$ cat src/rtl/dfff_pkg.sv
// Shared definitions for the dfff_bank register bank: mode encoding and
// the result type of the per-mode next-state computation.
package dfff_pkg;

  localparam int MODE_W = 3;

  typedef logic [MODE_W-1:0] mode_t;

  localparam mode_t MODE_HOLD = 3'b000;
  localparam mode_t MODE_LOAD = 3'b001;
  localparam mode_t MODE_SHL  = 3'b010;
  localparam mode_t MODE_SHR  = 3'b011;
  localparam mode_t MODE_ROTL = 3'b100;
  localparam mode_t MODE_ROTR = 3'b101;
  localparam mode_t MODE_INC  = 3'b110;
  localparam mode_t MODE_DEC  = 3'b111;

endpackage : dfff_pkg

$ cat src/rtl/dfff_cell.sv
// One bit of the bank: asynchronous reset to RESET_BIT, synchronous clear
// over set over enabled next-state, otherwise hold.
module dfff_cell #(
  parameter logic RESET_BIT = 1'b0
) (
  input  logic clk,
  input  logic r_n,
  input  logic clr,
  input  logic set,
  input  logic en,
  input  logic nxt,
  output logic q
);

  logic q_d;
  logic q_q;

  // NOTE: every variable assigned in always_comb gets a default first so no
  // path leaves it unassigned and no latch is inferred.
  always_comb begin
    q_d = q_q;
    if (clr) begin
      q_d = 1'b0;
    end else if (set) begin
      q_d = 1'b1;
    end else if (en) begin
      q_d = nxt;
    end
  end

  // NOTE: state is updated with non-blocking assignments only, so every flop
  // samples the pre-edge values regardless of process ordering.
  always_ff @(posedge clk or negedge r_n) begin
    if (!r_n) begin
      q_q <= RESET_BIT;
    end else begin
      q_q <= q_d;
    end
  end

  assign q = q_q;

endmodule : dfff_cell

$ cat src/rtl/dfff_bank.sv
// WIDTH-bit register bank with per-bit set/clear masks, complementary
// outputs and a mode-selected next-state function (load/shift/rotate/count).
module dfff_bank
  import dfff_pkg::*;
#(
  parameter int                 WIDTH     = 8,
  parameter logic [WIDTH-1:0]   RESET_VAL = '0
) (
  input  logic              clk,
  input  logic              r_n,
  input  logic              en,
  input  logic [MODE_W-1:0] mode,
  input  logic [WIDTH-1:0]  d,
  input  logic              si,
  input  logic [WIDTH-1:0]  s_mask,
  input  logic [WIDTH-1:0]  r_mask,
  output logic [WIDTH-1:0]  q,
  output logic [WIDTH-1:0]  qbar,
  output logic              co
);

  logic [WIDTH-1:0] op_vec;
  logic [WIDTH:0]   inc_sum;
  logic [WIDTH:0]   dec_diff;
  logic             co_d;
  logic             co_q;

  // The extra top bit of each result is the wrap flag: carry on 1..1 -> 0,
  // borrow on 0 -> 1..1.
  assign inc_sum  = {1'b0, q} + {{WIDTH{1'b0}}, 1'b1};
  assign dec_diff = {1'b0, q} - {{WIDTH{1'b0}}, 1'b1};

  always_comb begin
    op_vec = q;
    co_d   = co_q;
    if (en) begin
      co_d = 1'b0;
      unique case (mode)
        MODE_HOLD: op_vec = q;
        MODE_LOAD: op_vec = d;
        MODE_SHL: begin
          op_vec = {q[WIDTH-2:0], si};
          co_d   = q[WIDTH-1];
        end
        MODE_SHR: begin
          op_vec = {si, q[WIDTH-1:1]};
          co_d   = q[0];
        end
        MODE_ROTL: begin
          op_vec = {q[WIDTH-2:0], q[WIDTH-1]};
          co_d   = q[WIDTH-1];
        end
        MODE_ROTR: begin
          op_vec = {q[0], q[WIDTH-1:1]};
          co_d   = q[0];
        end
        MODE_INC: begin
          op_vec = inc_sum[WIDTH-1:0];
          co_d   = inc_sum[WIDTH];
        end
        MODE_DEC: begin
          op_vec = dec_diff[WIDTH-1:0];
          co_d   = dec_diff[WIDTH];
        end
        default: op_vec = q;
      endcase
    end
  end

  for (genvar i = 0; i < WIDTH; i++) begin : g_cell
    dfff_cell #(
      .RESET_BIT(RESET_VAL[i])
    ) u_cell (
      .clk (clk),
      .r_n (r_n),
      .clr (r_mask[i]),
      .set (s_mask[i]),
      .en  (en),
      .nxt (op_vec[i]),
      .q   (q[i])
    );
  end

  // NOTE: reset is asynchronous and active-low; only the flops are reset,
  // all derived signals follow from them combinationally.
  always_ff @(posedge clk or negedge r_n) begin
    if (!r_n) begin
      co_q <= 1'b0;
    end else begin
      co_q <= co_d;
    end
  end

  // qbar is a pure function of the stored q, so it can never disagree with it.
  assign qbar = ~q;
  assign co   = co_q;

endmodule : dfff_bank

$ cat config.mk
export PLATFORM = sky130hd
export DESIGN_NAME = dfff_bank
export DESIGN_NICKNAME = d
export VERILOG_FILES = /design/src/rtl/dfff_pkg.sv /design/src/rtl/dfff_cell.sv /design/src/rtl/dfff_bank.sv
export SDC_FILE = /design/constraint.sdc
export NUM_CORES = 1
export LEC_CHECK = 0
export ABC_AREA = 1
export CORE_ASPECT_RATIO = 0.9
export CORE_MARGIN = 4
export CORE_UTILIZATION = 40
export DETAILED_ROUTE_END_ITERATION = 10
export PLACE_DENSITY = 0.81
export SLEW_MARGIN = 40
export SYNTH_ARGS = -nofsm -noshare
export SYNTH_HDL_FRONTEND = slang
export SYNTH_SLANG_ARGS = --single-unit
$ cat constraint.sdc
create_clock -name clk -period 3.3 [get_ports clk]
set_input_delay 0.66 -clock clk [delete_from_list [all_inputs] [get_ports clk]]
set_output_delay 0.66 -clock clk [all_outputs]
set_load 0.01 [all_outputs]
==> results.json <==
{
  "path_delay_family": "buffers and inverters",
  "status": "finished, final reports clean",
  "critPathLaunch": "g_cell[3].u_cell.q$_DFFE_PN0P_",
  "antenna_cells": 0,
  "grt_pass1_wl_um": 6590,
  "overflow": 0,
  "holdCritStartpoint": "co$_DFFE_PN0P_",
  "synth_nets": 248,
  "antenna_found_initial": 0,
  "synth_top_area_cell": "dfrtp_1",
  "hold_buffers": 0,
  "cp_cell_sequence": "inv_1, clkdlybuf4s50_1",
  "gr-usage-all-layers_pct": 21.1,
  "netlist.area_leader.share_pct": 17.7,
  "die_area_sq_um": 4150,
  "place_inst": 287,
  "crit_type": "reg2out",
  "rsz0062_at_grt": "no",
  "power_density_nw_per_um2": 265,
  "synth_area_sq_um": 1270,
  "final_common_cell": "nand2_1",
  "synth.distinct_cells": 29,
  "num_rows": 19,
  "final.period_utilization_pct": 66.9,
  "setup_viol": 0,
  "area_growth_pct": 33.1,
  "vias": 1463,
  "postSynthCellCount": 215,
  "hold_slack_ns": 0.492,
  "finalSetupTns_ns": 0,
  "tightest_slew_ns": 0.509,
  "cts_inserted_buffers": 3,
  "peakVddDrop_mv": 0.130,
  "synth_ff_type": "dfrtp_1",
  "pre_cts_slack_ns": 0.870,
  "cts_resized": 0,
  "cts_htree_levels": 1,
  "arrival_ns": 1.55,
  "ys_ff_latch": 9,
  "seq_area_frac_synth_pct": 17.7,
  "min_period_ns": 2.21,
  "ys_async_sr_fraction_pct": 100,
  "final_nets": 283,
  "die_w_um": 67.5,
  "grt_max_degree": 14,
  "dp_hpwl_um": 2890,
  "clock_latency_ns": 0.27,
  "path_buf_inv": 2,
  "start_kind": "flop",
  "layout-drive-gt1-share_pct": 7.63,
  "io_buffers": 47,
  "avgSynthCellArea_sq_um": 5.92,
  "post_drt_wl_per_cell_um": 13.0,
  "clockRootBuffer": "clkbuf_4",
  "clock_sinks": 9,
  "fin_ws_ns": 1.09,
  "fin_worst_skew_ns": 0.00565,
  "firstDrtPassIters": 5,
  "wl_um": 3800,
  "start_util_pct": 41.8,
  "slew_violations": 0,
  "core_area_sq_um": 3040,
  "die_y_um": 61.5,
  "min-delay-path-class": "reg2reg",
  "vias_per_cell": 5.03,
  "relSlewSlack_pct": 65.9,
  "leakage_nw": 0.790,
  "worstPathRequired_ns": 2.64,
  "path_clk_slew_ns": 0.07,
  "ant_nets": 0,
  "cts_tree": "done",
  "pin_count": 48,
  "gp_congestion": 0.934,
  "mostFrequentLayoutCells": "55 x nand2_1, 47 x clkdlybuf4s50_1, 31 x nand3_1, 24 x inv_1, 22 x nor2_1",
  "layout.cells.non_filler": 291,
  "drv_cap": 0,
  "r2r_start": "g_cell[0].u_cell.q$_DFFE_PN0P_",
  "grt_pass1_vias": 1416,
  "ys_warn_count": 0,
  "final_hold_viol_count": 0,
  "drc": 0,
  "synth_edf_count": 0,
  "drtIter0Drc": 78,
  "max_freq_mhz": 453,
  "cpPeakStageDelay_ns": 0.57,
  "postCtsSetupRepairBufs": 0,
  "cp-end-kind": "primary output",
  "crit_slowest_cell": "clkdlybuf4s50_1",
  "synth.area.top_cells": "dfrtp_1 18%, nand2_1 16%, nand3_1 12%, buf_4 7.1%, inv_1 7.1%",
  "path_max_fanout": 10,
  "cts_buffer_depth": 2
}
## worst reg2reg max path, stage by stage, from the launching register on
cell,delay [ns]
dfrtp_1,0.50
inv_2,0.16
ha_1,0.30
or2_2,0.29
nand3_1,0.09
nand3_1,0.08
o21ai_1,0.13
a21oi_1,0.07
## stage by stage
| stage | area (sq um) | total power [mW] | util (%) |
|---|---|---|---|
| 2_1_floorplan | 1270 | 0.272 | - |
| 3_3_place_gp | 1670 | 0.351 | 54.8 |
| 3_5_place_dp | 1670 | 0.354 | 54.8 |
| 4_1_cts | 1690 | 0.450 | 55.7 |
| 5_1_grt | 1690 | 0.486 | 55.7 |
| 6_report | 1690 | 0.449 | 55.7 |
## worst paths after layout
check | to | slack [ns] | cells past startpoint
min in group asynchronous | g_cell[7].u_cell.q$_DFFE_PN0P_ | 0.72 | 1
worst min register to register | co$_DFFE_PN0P_ | 0.49 | 2
worst max-delay path | qbar[3] | 1.09 | 2
max in group asynchronous | g_cell[2].u_cell.q$_DFFE_PN0P_ | 2.24 | 1
worst max register to register | g_cell[2].u_cell.q$_DFFE_PN0P_ | 1.57 | 7
worst min-delay path | co$_DFFE_PN0P_ | 0.49 | 2
## registers in the layout, indices dropped and copies added, names as in the netlist
name	cells
g_cell.u_cell.q	8
co	1
## per-layer routing
| layer | track usage [%] | vias up | wire length (um) |
|---|---|---|---|
| met5 | 0 | - | 0 |
| met4 | 5.49 | 0 | 31 |
| li1 | - | 752 | - |
| met3 | 5.11 | 5 | 363 |
| met2 | 33.8 | 66 | 1700 |
| met1 | 28.5 | 640 | 1710 |
## where the power goes
part | switching [mW] | internal, mW
sequential | 0.0242 | 0.120
combinational | 0.105 | 0.103
clock | 0.0496 | 0.0468
total | 0.179 | 0.270
## layout make-up
class	instances	area, sq um
clock buffer	4	26.3
fill	350	1350
inverter	29	111
multi-input combinational	160	808
sequential	9	225
tap	42	52.6
timing repair buffer	47	470
## synth_stat cells, types with 3 or more instances
cell type and count:
nor2_1 22, inv_2 3, buf_2 3, nand3_1 31, dfrtp_1 9, buf_4 12
inv_1 24, o21ai_1 5, nor2_2 3, o31ai_1 3, nand2_1 55, nand4_1 6
o21bai_1 4, a21oi_1 9, o21ai_0 5
## cell families after synthesis
group | synth area share (%)
buffers and inverters | 18.8
adder cells (fa/ha/maj) | 1.97
AO/OA/AOI/OAI | 15.2
AND/OR/NAND/NOR | 46.3
flip-flops | 17.7
No activity file was read; power rests on OpenSTA's default activity.
